==> config.mk <==
export PLATFORM = sky130hd
export DESIGN_NAME = pc_fetch_ctrl
export DESIGN_NICKNAME = d
export VERILOG_FILES = /design/src/rtl/pc_ctrl_pkg.sv /design/src/rtl/ras_stack.sv /design/src/rtl/pc_fetch_ctrl.sv
export SDC_FILE = /design/constraint.sdc
export NUM_CORES = 1
export LEC_CHECK = 0
export CAP_MARGIN = 10
export CORE_UTILIZATION = 55
export DETAILED_ROUTE_END_ITERATION = 10
export GPL_TIMING_DRIVEN = 0
export PLACE_DENSITY = 0.82
export SLEW_MARGIN = 25
export SYNTH_ARGS = -nofsm -noshare
export SYNTH_HDL_FRONTEND = slang
export SYNTH_HIERARCHICAL = 1
export SYNTH_SLANG_ARGS = --single-unit
==> constraint.sdc <==
create_clock -name clk -period 9.8 [get_ports clk]
set_input_delay 1.96 -clock clk [delete_from_list [all_inputs] [get_ports clk]]
set_output_delay 1.96 -clock clk [all_outputs]
set_load 0.01 [all_outputs]
==> src/rtl/pc_ctrl_pkg.sv <==
// ---------------------------------------------------------------------------
// pc_ctrl_pkg
// Shared types and constants for the fetch-stage PC controller.
//   PC_W             : width of all program-counter values
//   DEFAULT_RESET_PC : default reset vector
//   fetch_state_t    : fetch controller state (boot / run / error)
//   ras_ptr_w()      : width of a return-stack pointer that can hold 0..depth
// ---------------------------------------------------------------------------
package pc_ctrl_pkg;

    localparam int PC_W = 16;

    localparam logic [PC_W-1:0] DEFAULT_RESET_PC = 16'h0000;

    typedef enum logic [1:0] {
        ST_BOOT = 2'd0,
        ST_RUN  = 2'd1,
        ST_ERR  = 2'd2
    } fetch_state_t;

    // One extra bit so that a completely full stack (sp == depth) is representable.
    function automatic int ras_ptr_w(input int depth);
        return $clog2(depth) + 1;
    endfunction

endpackage

==> src/rtl/ras_stack.sv <==
// ---------------------------------------------------------------------------
// ras_stack
// Hardware return-address stack with optional circular overwrite on overflow.
// Ports:
//   clk       in   clock, rising edge
//   rst       in   asynchronous active-high reset (clears pointer and entries)
//   push      in   push din (call)
//   pop       in   pop top (ret); push+pop together replaces the top entry,
//                  or acts as a plain push when the stack is empty
//   din       in   value to push / replace with
//   top       out  top entry, 0 when empty (combinational)
//   empty     out  pointer == 0
//   full      out  pointer == DEPTH
//   ovf_pulse out  this cycle's push hits a full stack
//   unf_pulse out  this cycle's pop hits an empty stack
// With WRAP != 0 an overflowing push overwrites the oldest entry; with
// WRAP == 0 the overflowing push is dropped and only ovf_pulse reports it.
// ---------------------------------------------------------------------------
module ras_stack
    import pc_ctrl_pkg::*;
#(
    parameter int DEPTH = 8,
    parameter int WRAP  = 0
) (
    input  logic            clk,
    input  logic            rst,
    input  logic            push,
    input  logic            pop,
    input  logic [PC_W-1:0] din,
    output logic [PC_W-1:0] top,
    output logic            empty,
    output logic            full,
    output logic            ovf_pulse,
    output logic            unf_pulse
);

    localparam int PW = ras_ptr_w(DEPTH);
    localparam int IW = $clog2(DEPTH);

    // r_sp counts live entries; r_base is the physical slot of the oldest
    // entry, which only moves when a wrapping push discards the oldest value.
    logic [PW-1:0]   r_sp;
    logic [IW-1:0]   r_base;
    logic [PC_W-1:0] r_mem [DEPTH];

    logic            w_empty;
    logic            w_full;
    logic [IW-1:0]   w_push_idx;
    logic [IW-1:0]   w_top_idx;
    logic            w_replace;
    logic            w_push_only;
    logic            w_pop_only;
    logic            w_we;
    logic [IW-1:0]   w_waddr;

    assign w_empty = (r_sp == '0);
    assign w_full  = (r_sp == PW'(DEPTH));

    // When full, the low index bits of r_sp are zero, so w_push_idx equals
    // r_base: a wrapping push lands exactly on the oldest entry.
    assign w_push_idx = r_base + r_sp[IW-1:0];
    assign w_top_idx  = r_base + r_sp[IW-1:0] - IW'(1);

    assign w_replace   = push && pop && !w_empty;
    assign w_push_only = push && (!pop || w_empty);
    assign w_pop_only  = pop && !push;

    assign ovf_pulse = w_push_only && w_full;
    assign unf_pulse = w_pop_only && w_empty;

    assign w_we    = w_replace || (w_push_only && (!w_full || (WRAP != 0)));
    assign w_waddr = w_replace ? w_top_idx : w_push_idx;

    assign top   = w_empty ? '0 : r_mem[w_top_idx];
    assign empty = w_empty;
    assign full  = w_full;

    always_ff @(posedge clk or posedge rst) begin
        if (rst) begin
            r_sp   <= '0;
            r_base <= '0;
            for (int i = 0; i < DEPTH; i++) begin
                r_mem[i] <= '0;
            end
        end else begin
            if (w_we) begin
                r_mem[w_waddr] <= din;
            end
            if (w_push_only) begin
                if (!w_full) begin
                    r_sp <= r_sp + PW'(1);
                end else if (WRAP != 0) begin
                    r_base <= r_base + IW'(1);
                end
            end else if (w_pop_only && !w_empty) begin
                r_sp <= r_sp - PW'(1);
            end
        end
    end

endmodule

==> src/rtl/pc_fetch_ctrl.sv <==
// ---------------------------------------------------------------------------
// pc_fetch_ctrl
// Fetch-stage controller: owns the PC register, sequences it from redirects,
// stalls and increments, and keeps the return-address stack.
// Ports:
//   clk, rst       clock / asynchronous active-high reset
//   stall          hold PC (ignored when do_jump is set)
//   do_jump        redirect taken this cycle; also qualifies call/ret
//   pc_next        redirect target
//   call, ret      resolved call / ret in EX
//   ex_pc_plus1    return address to push on a call
//   pc, pc_plus1   current fetch address and its successor
//   addr_ret       top of return stack (0 when empty)
//   fetch_valid    word fetched at pc is to be issued (RUN only)
//   flush          combinational, do_jump while running
//   ras_empty/full return-stack occupancy
//   ras_ovf        sticky, wrapping overflow seen
//   err            sticky, controller is in the error state
// ---------------------------------------------------------------------------
module pc_fetch_ctrl
    import pc_ctrl_pkg::*;
#(
    parameter logic [15:0] RESET_PC    = DEFAULT_RESET_PC,
    parameter int          RAS_DEPTH   = 8,
    parameter int          RAS_WRAP    = 0,
    parameter int          BOOT_CYCLES = 2
) (
    input  logic        clk,
    input  logic        rst,
    input  logic        stall,
    input  logic        do_jump,
    input  logic [15:0] pc_next,
    input  logic        call,
    input  logic        ret,
    input  logic [15:0] ex_pc_plus1,
    output logic [15:0] pc,
    output logic [15:0] pc_plus1,
    output logic [15:0] addr_ret,
    output logic        fetch_valid,
    output logic        flush,
    output logic        ras_empty,
    output logic        ras_full,
    output logic        ras_ovf,
    output logic        err
);

    localparam logic [3:0] BOOT_LAST = 4'(BOOT_CYCLES - 1);

    fetch_state_t    r_state;
    logic [3:0]      r_boot_cnt;
    logic [PC_W-1:0] r_pc;
    logic            r_fetch_valid;
    logic            r_err;
    logic            r_ras_ovf;

    logic            w_run;
    logic            w_push;
    logic            w_pop;
    logic            w_ovf;
    logic            w_unf;
    logic [PC_W-1:0] w_top;
    logic            w_empty;
    logic            w_full;

    assign w_run = (r_state == ST_RUN);

    // Stack traffic is qualified by the redirect itself and frozen outside RUN.
    assign w_push = w_run && do_jump && call;
    assign w_pop  = w_run && do_jump && ret;

    ras_stack #(
        .DEPTH (RAS_DEPTH),
        .WRAP  (RAS_WRAP)
    ) u_ras (
        .clk       (clk),
        .rst       (rst),
        .push      (w_push),
        .pop       (w_pop),
        .din       (ex_pc_plus1),
        .top       (w_top),
        .empty     (w_empty),
        .full      (w_full),
        .ovf_pulse (w_ovf),
        .unf_pulse (w_unf)
    );

    always_ff @(posedge clk or posedge rst) begin
        if (rst) begin
            r_state       <= ST_BOOT;
            r_boot_cnt    <= '0;
            r_pc          <= RESET_PC;
            r_fetch_valid <= 1'b0;
            r_err         <= 1'b0;
            r_ras_ovf     <= 1'b0;
        end else begin
            case (r_state)
                ST_BOOT: begin
                    if (r_boot_cnt == BOOT_LAST) begin
                        r_state       <= ST_RUN;
                        r_fetch_valid <= 1'b1;
                    end else begin
                        r_boot_cnt <= r_boot_cnt + 4'd1;
                    end
                end
                ST_RUN: begin
                    // Redirect beats stall; the PC still moves on the edge
                    // that detects a stack fault.
                    if (do_jump) begin
                        r_pc <= pc_next;
                    end else if (!stall) begin
                        r_pc <= r_pc + 16'd1;
                    end
                    if (w_unf || (w_ovf && (RAS_WRAP == 0))) begin
                        r_state       <= ST_ERR;
                        r_fetch_valid <= 1'b0;
                        r_err         <= 1'b1;
                    end
                    if (w_ovf && (RAS_WRAP != 0)) begin
                        r_ras_ovf <= 1'b1;
                    end
                end
                ST_ERR: begin
                    r_fetch_valid <= 1'b0;
                    r_err         <= 1'b1;
                end
                default: begin
                    r_state       <= ST_ERR;
                    r_fetch_valid <= 1'b0;
                    r_err         <= 1'b1;
                end
            endcase
        end
    end

    assign pc          = r_pc;
    assign pc_plus1    = r_pc + 16'd1;
    assign addr_ret    = w_top;
    assign fetch_valid = r_fetch_valid;
    assign flush       = w_run && do_jump;
    assign ras_empty   = w_empty;
    assign ras_full    = w_full;
    assign ras_ovf     = r_ras_ovf;
    assign err         = r_err;

endmodule

==> metrics.txt, run 1 <==
status complete, no violations; Power per Cell Area around 340 nW/um^2; Post-Synthesis Cell Area around 7800 um^2; clk root buf sky130_fd_sc_hd__clkbuf_16; total setup buffers inserted after CTS 0; count of flip-flops with a built-in enable after synthesis 0; number of warnings issued by yosys 14; height of the die 121 um; Peak supply drop 0.000188 V; final-layout setup total negative slack 0 ns; post-synthesis cell count 597; Critical Path Fanout Max 10; number of antenna diodes 0; Final Cycle Share 0.619; count of cells along the worst hold path 1; standby leakage power 4.24 nW; clock transition at the registers of the reported paths around 0.060 ns; CTS tree yes; FF-to-FF path depth 11; met2 Track Usage GR 0.453; Via Count about 5,600; GR Overflow Total 0; GRT met3 Usage 0.0531; leading cell type in the layout, fill and taps excluded sky130_fd_sc_hd__dfrtp_1; number of optimization iterations in the first detailed-route pass 6; start point of the worst hold path r_boot_cnt[3]$_DFFE_PP0P_; commonest cells after routing, fill and taps aside sky130_fd_sc_hd__dfrtp_1, sky130_fd_sc_hd__mux2_2, sky130_fd_sc_hd__clkdlybuf4s50_1, sky130_fd_sc_hd__nand2_1, sky130_fd_sc_hd__mux4_2; share of the yosys chip area belonging to registers 0.498; setup ws final approximately 3.7 ns; share of total power in sequential cells 0.341; count of buffers from port buffering 90; unrepaired setup endpoints after global routing false; Worst Path Arrival around 4.1 ns; die area between 10,000 and 15,000 um^2; weighted congestion at the end of routability-driven global placement 0.893; dpl ws 3.82 ns; Core ar. around 14,000 um^2; number of placed I/O pins 92; H-tree lvl count 4; cts-stage hold buffer count 0; setup-violating endpoint count in the final report 0; data required time of the worst path 7.84 ns; switch share 0.354; post-route total power 3.30 mW; clock share of power 0.202; minimum setup slack among reg-to-reg paths a little under 6 ns; Achievable Freq 165 MHz; startpoint types register; Synthesized Nets ~640; first-pass GRT wire length between 30,000 and 40,000 um; GR peak layer met2; actual transition at the worst max-transition pin just over 0.9 ns; fraction of layout instances using a drive strength above 1 0.328; # DRC 0; via count of the first global-routing pass 5,682; Combinational Power Share 0.457; classification of the worst setup path register to output port; max-cap violation count 0; top flip-flop cell by instance count after synthesis sky130_fd_sc_hd__dfrtp_1; global-route track usage on met1 0.347; clk_skew 0.00770 ns; Cell variety after synth 65; headroom to the max-slew limit 0.383; mean routed wirelength per cell 20.7 um; count of nets after finishing 752; pin count of the biggest net entering global routing 111; post-route core utilization 0.692; Post-Route Hold Slack 0.479 ns; class of the worst hold path register to register; Internal 2.13 mW; Total GRT Usage 0.274; TritonCTS sink count 156; clock latency of the later-clocked register in the worst-skew pair 0.43 ns; Reg-to-Reg End u_ras/r_sp[3]$_DFFE_PP0P_; post-synthesis register bit count 156; number of max-slew violations in the final report 0; number of cell rows 43; die span in x 121 um; final hold vios 0; share of flip-flops with an asynchronous set or reset 1.00; sink of the worst hold path r_boot_cnt[3]$_DFFE_PP0P_; starting density of the core 0.565; antenna violation net count after detailed routing 0; post-DR vias/cell 6.21; detailed-placement wirelength estimate 12,600 um; maximum root-to-sink buffer count 2; number of DRC markers after the initial detailed-route iteration 543; Inserted Clock Buffers 17; Net Switching between 1 and 1.5 mW; drt total wl 18,700 um; sort of element at the end of the critical path output port; syn_area_per_cell between 10 and 15 um^2; antenna violations before repair 0; growth of design area from synthesis to finish 22.5%; shortest period the worst path allows 6.06 ns; Post-CTS Resized 0; launch instance of the worst register-to-register path r_state[1]$_DFFE_PP0P_
routing by layer:
metal / vias to the layer above / wire length (um)
li1: 2451 / -
met1: 2858 / 7730
met2: 233 / 9310
met3: 45 / 1100
met4: 0 / 533
met5: - / 0
critical path: stages, from the launching register on:
cell	delay, ns
sky130_fd_sc_hd__dfrtp_1	0.48
sky130_fd_sc_hd__inv_1	0.15
sky130_fd_sc_hd__ha_1	0.30
sky130_fd_sc_hd__buf_2	0.22
sky130_fd_sc_hd__clkbuf_1	0.55
sky130_fd_sc_hd__buf_1	0.71
sky130_fd_sc_hd__mux4_2	0.34
sky130_fd_sc_hd__nand2_1	0.05
sky130_fd_sc_hd__a21oi_1	0.24
sky130_fd_sc_hd__clkdlybuf4s50_1	0.62
power by group through the flow:
stage,Clock (mW),Combinational [mW],Sequential [mW]
finish,0.666,1.51,1.12
global route,0.702,1.62,1.16
CTS,0.678,1.51,1.12
detailed placement,0,1.50,1.13
global placement,0,1.44,1.10
floorplan,0,0.957,1.08
through the flow:
| stage | cell area (um^2) | cells |
|---|---|---|
| floorplan | 7840 | 597 |
| detailed placement | 9000 | 868 |
| CTS | 9610 | 900 |
| global route | 9610 | 900 |
| global placement | 8970 | 867 |
| finish | 9610 | 900 |
worst max-delay path by stage:
stage                                          from                     endpoint  cells after the start
after detailed placement                    do_jump                        flush                      6
after global placement                          rst  u_ras/r_mem[29]$_DFFE_PP0P_                      2
after CTS                 u_ras/r_sp[0]$_DFFE_PP0P_                  addr_ret[9]                      9
final                     u_ras/r_sp[0]$_DFFE_PP0P_                  addr_ret[9]                      9
after global routing      u_ras/r_sp[0]$_DFFE_PP0P_                  addr_ret[9]                      9
after floorplan                                 rst   u_ras/r_mem[0]$_DFFE_PP0P_                      1
layout make-up:
class | count | area (um^2)
clock buffer | 17 | 425
tap | 180 | 225
fill | 971 | 4270
sequential | 156 | 3900
clock inverter | 15 | 180
timing repair buffer | 91 | 928
inverter | 13 | 56.3
buffer | 37 | 180
multi-input combinational | 391 | 3710
flip-flops by register name (all words and copies together), names as in the netlist:
| register | cells |
|---|---|
| r_boot_cnt | 4 |
| err | 1 |
| pc | 16 |
| u_ras/r_sp | 4 |
| r_state | 2 |
| fetch_valid | 1 |
| u_ras/r_mem | 128 |
kinds of logic (layout without fill, tap and decap cells):
group,Yosys count,in the layout,share of synthesized area
flops,156,156,0.498
xor+xnor,21,21,0.0234
fa+ha+maj,7,7,0.0121
compound gates,77,77,0.0703
other cells,1,1,0.000478
mux,166,166,0.284
buf+inv,50,173,0.0292
simple gates,119,119,0.0831
synthesized netlist by cell type (9+ instances only):
master,count,area (um^2)
sky130_fd_sc_hd__dfrtp_1,156,3900
sky130_fd_sc_hd__buf_2,15,75.1
sky130_fd_sc_hd__xor2_1,11,96.3
sky130_fd_sc_hd__inv_1,12,45.0
sky130_fd_sc_hd__mux2_2,130,1460
sky130_fd_sc_hd__nand3_1,9,45.0
sky130_fd_sc_hd__o21ai_0,12,60.1
sky130_fd_sc_hd__clkbuf_1,14,52.6
sky130_fd_sc_hd__a21oi_1,28,140
sky130_fd_sc_hd__nor2_1,19,71.3
sky130_fd_sc_hd__xnor2_1,10,87.6
sky130_fd_sc_hd__nand2_1,40,150
sky130_fd_sc_hd__mux4_2,32,721
Note: power is estimated with default switching activity, not from simulation.
==> run 2: changes to the inputs <==
- CORE_UTILIZATION: 55 -> 51
- PLACE_DENSITY: 0.82 -> 0.8
- clock period: 9.8 -> 5.4 ns (I/O delays scaled with it)
==> run 2 against run 1 <==
Core utilization decreased by 4.1 points. Combinational power increased by 81%. Clock skew increased by 0.0019 ns. Die area increased by 7.7%. Cell area about the same. Critical path depth unchanged. Sequential power increased by 82%. Clock power increased by 82%. Critical path type unchanged. Sequential cell count unchanged. Clock-buffer cell count increased by 2. Via count decreased by 2.0%. Highest routed layer unchanged.
==> metrics.txt, run 2 (same netlist as run 1, synthesis figures left out) <==
status complete, no violations; number of optimization iterations in the first detailed-route pass 5; setup ws final 0.362 ns; max-cap violation count 0; detailed-placement wirelength estimate approximately 13,000 um; clk_skew 0.00957 ns; number of antenna diodes 0; Post-CTS Resized 0; first-pass GRT wire length 30,700 um; via count of the first global-routing pass 5,827; number of flip-flops under the largest register name 128; commonest cells after routing, fill and taps aside sky130_fd_sc_hd__dfrtp_1, sky130_fd_sc_hd__mux2_2, sky130_fd_sc_hd__clkdlybuf4s50_1, sky130_fd_sc_hd__nand2_1, sky130_fd_sc_hd__mux4_2; die span in x 126 um; startpoint types register; drt total wl 18,900 um; class of the worst hold path register to register; Peak supply drop 0.000490 V; die area 15,900 um^2; data required time of the worst path 4.32 ns; cts-stage hold buffer count 0; H-tree lvl count 4; # DRC 0; maximum root-to-sink buffer count 2; setup-violating endpoint count in the final report 0; sort of element at the end of the critical path output port; Inserted Clock Buffers 17; height of the die 126 um; CTS tree yes; post-DR vias/cell 6.05; count of placed standard cells in the final layout, fillers left out 904; GR Overflow Total 0; number of max-slew violations in the final report 0; final hold vios 0; number of DRC markers after the initial detailed-route iteration ~360; starting density of the core 0.532; growth of design area from synthesis to finish 22.5%; Total GRT Usage 0.254; dpl ws 0.310 ns; clock transition at the registers of the reported paths 0.06 ns; FF-to-FF path depth 11; count of buffers from port buffering 90; pin count of the biggest net entering global routing 73; count of cells along the worst hold path 1; register ranked first by flip-flop count u_ras/r_mem; clock latency of the later-clocked register in the worst-skew pair between 0.4 and 0.5 ns; Fill cells 1,094; fraction of layout instances using a drive strength above 1 0.326; Achievable Freq 198 MHz; count of nets after finishing 752; TritonCTS sink count 156; weighted congestion at the end of routability-driven global placement 0.892; Final Cycle Share 0.933; Core ar. 14,800 um^2; placed cell count ~870; leading cell type in the layout, fill and taps excluded sky130_fd_sc_hd__dfrtp_1; antenna violation net count after detailed routing 0; total setup buffers inserted after CTS 0; Via Count 5,473; number of placed I/O pins 92; classification of the worst setup path register to output port; Power per Cell Area a little over 600 nW/um^2; Critical Path Fanout Max 10; actual transition at the worst max-transition pin 0.923 ns; number of cell rows 44; standby leakage power between 4 and 5 nW; unrepaired setup endpoints after global routing false; post-route core utilization 0.651; shortest period the worst path allows 5.04 ns; antenna violations before repair 0; clk root buf sky130_fd_sc_hd__clkbuf_16; headroom to the max-slew limit 0.381; mean routed wirelength per cell between 20 and 25 um; Worst Path Arrival ~4.0 ns
run 2: cell count changes in the layout (fill, tap and decap cells not counted):
cell / before / now
sky130_fd_sc_hd__clkbuf_1: 14 / 15
sky130_fd_sc_hd__clkinvlp_4: 2 / 1
sky130_fd_sc_hd__clkinv_8: 1 / 0
sky130_fd_sc_hd__clkinv_4: 3 / 4
sky130_fd_sc_hd__inv_6: 4 / 3
sky130_fd_sc_hd__clkbuf_8: 0 / 1
run 2: where the power goes:
group	leakage, nW	switching [mW]	internal (mW)	total (mW)
logic	1.94	1.24	1.49	2.73
registers	2.01	0.353	1.68	2.04
clock network	0.292	0.507	0.706	1.21
run 2: worst max-delay path, cell delays in order (launching register included):
cell                              delay [ns]
sky130_fd_sc_hd__dfrtp_1                0.46
sky130_fd_sc_hd__inv_1                  0.14
sky130_fd_sc_hd__ha_1                   0.29
sky130_fd_sc_hd__buf_2                  0.22
sky130_fd_sc_hd__clkbuf_1               0.54
sky130_fd_sc_hd__clkbuf_1               0.63
sky130_fd_sc_hd__mux4_2                 0.34
sky130_fd_sc_hd__nand2_1                0.06
sky130_fd_sc_hd__a21oi_1                0.26
sky130_fd_sc_hd__clkdlybuf4s50_1        0.59
run 2: layer usage:
layer,GRT usage,part of all wire,up-vias
met2,0.423,0.49,189
met4,0.102,0.023,0
met3,0.0709,0.065,38
met5,0,0,-
li1,-,-,2440
met1,0.314,0.42,2806
run 2: path summary, 6_finish.rpt:
kind / from / endpoint / slack, ns
min in group asynchronous: rst / u_ras/r_mem[71]$_DFFE_PP0P_ / 1.11
hold / removal: err$_DFFE_PP0P_ / err$_DFFE_PP0P_ / 0.48
setup / recovery: u_ras/r_sp[0]$_DFFE_PP0P_ / addr_ret[4] / 0.36
setup reg to reg: r_state[1]$_DFFE_PP0P_ / u_ras/r_sp[3]$_DFFE_PP0P_ / 1.47
max in group asynchronous: rst / u_ras/r_sp[1]$_DFFE_PP0P_ / 3.61
hold reg to reg: err$_DFFE_PP0P_ / err$_DFFE_PP0P_ / 0.48
run 2: per-stage QoR:
step	instance area, um^2	hold WS [ns]	TNS [ns]	total power [mW]
finish	9610	0.482	0	5.98
global route	9610	0.516	0	6.31
CTS	9610	0.490	0	6.00
detailed placement	9010	0.476	0	4.76
global placement	8970	0.455	-96.41	4.63
floorplan	7840	0.447	0	3.69
run 2: cell type report:
class / count / area, um^2 / area share
multi-input cells: 391 / 3710 / 0.386
well taps: 184 / 230 / 0.0240
repair buffers: 91 / 928 / 0.0966
flip-flops and latches: 156 / 3900 / 0.406
clock inverters: 13 / 156 / 0.0163
plain buffers: 37 / 180 / 0.0188
inverters: 13 / 56.3 / 0.00586
clock buffers: 19 / 443 / 0.0461
==> run 3: changes to the inputs <==
- CORE_UTILIZATION: 51 -> 55
- PLACE_DENSITY: 0.8 -> 0.82
- clock period: 5.4 -> 6.41 ns (I/O delays scaled with it)
==> results of run 3 <==
The final DEF is identical to that of run 1. Status: complete, no violations.
Among the figures that moved: setup slack after placement 3.82 ns -> 1.19 ns; setup slack after layout 3.74 ns -> 1.02 ns; register-to-register setup slack 5.96 ns -> 2.57 ns; total power 3.30 mW -> 5.04 mW; worst IR drop on VDD 0.000188 V -> 0.000287 V
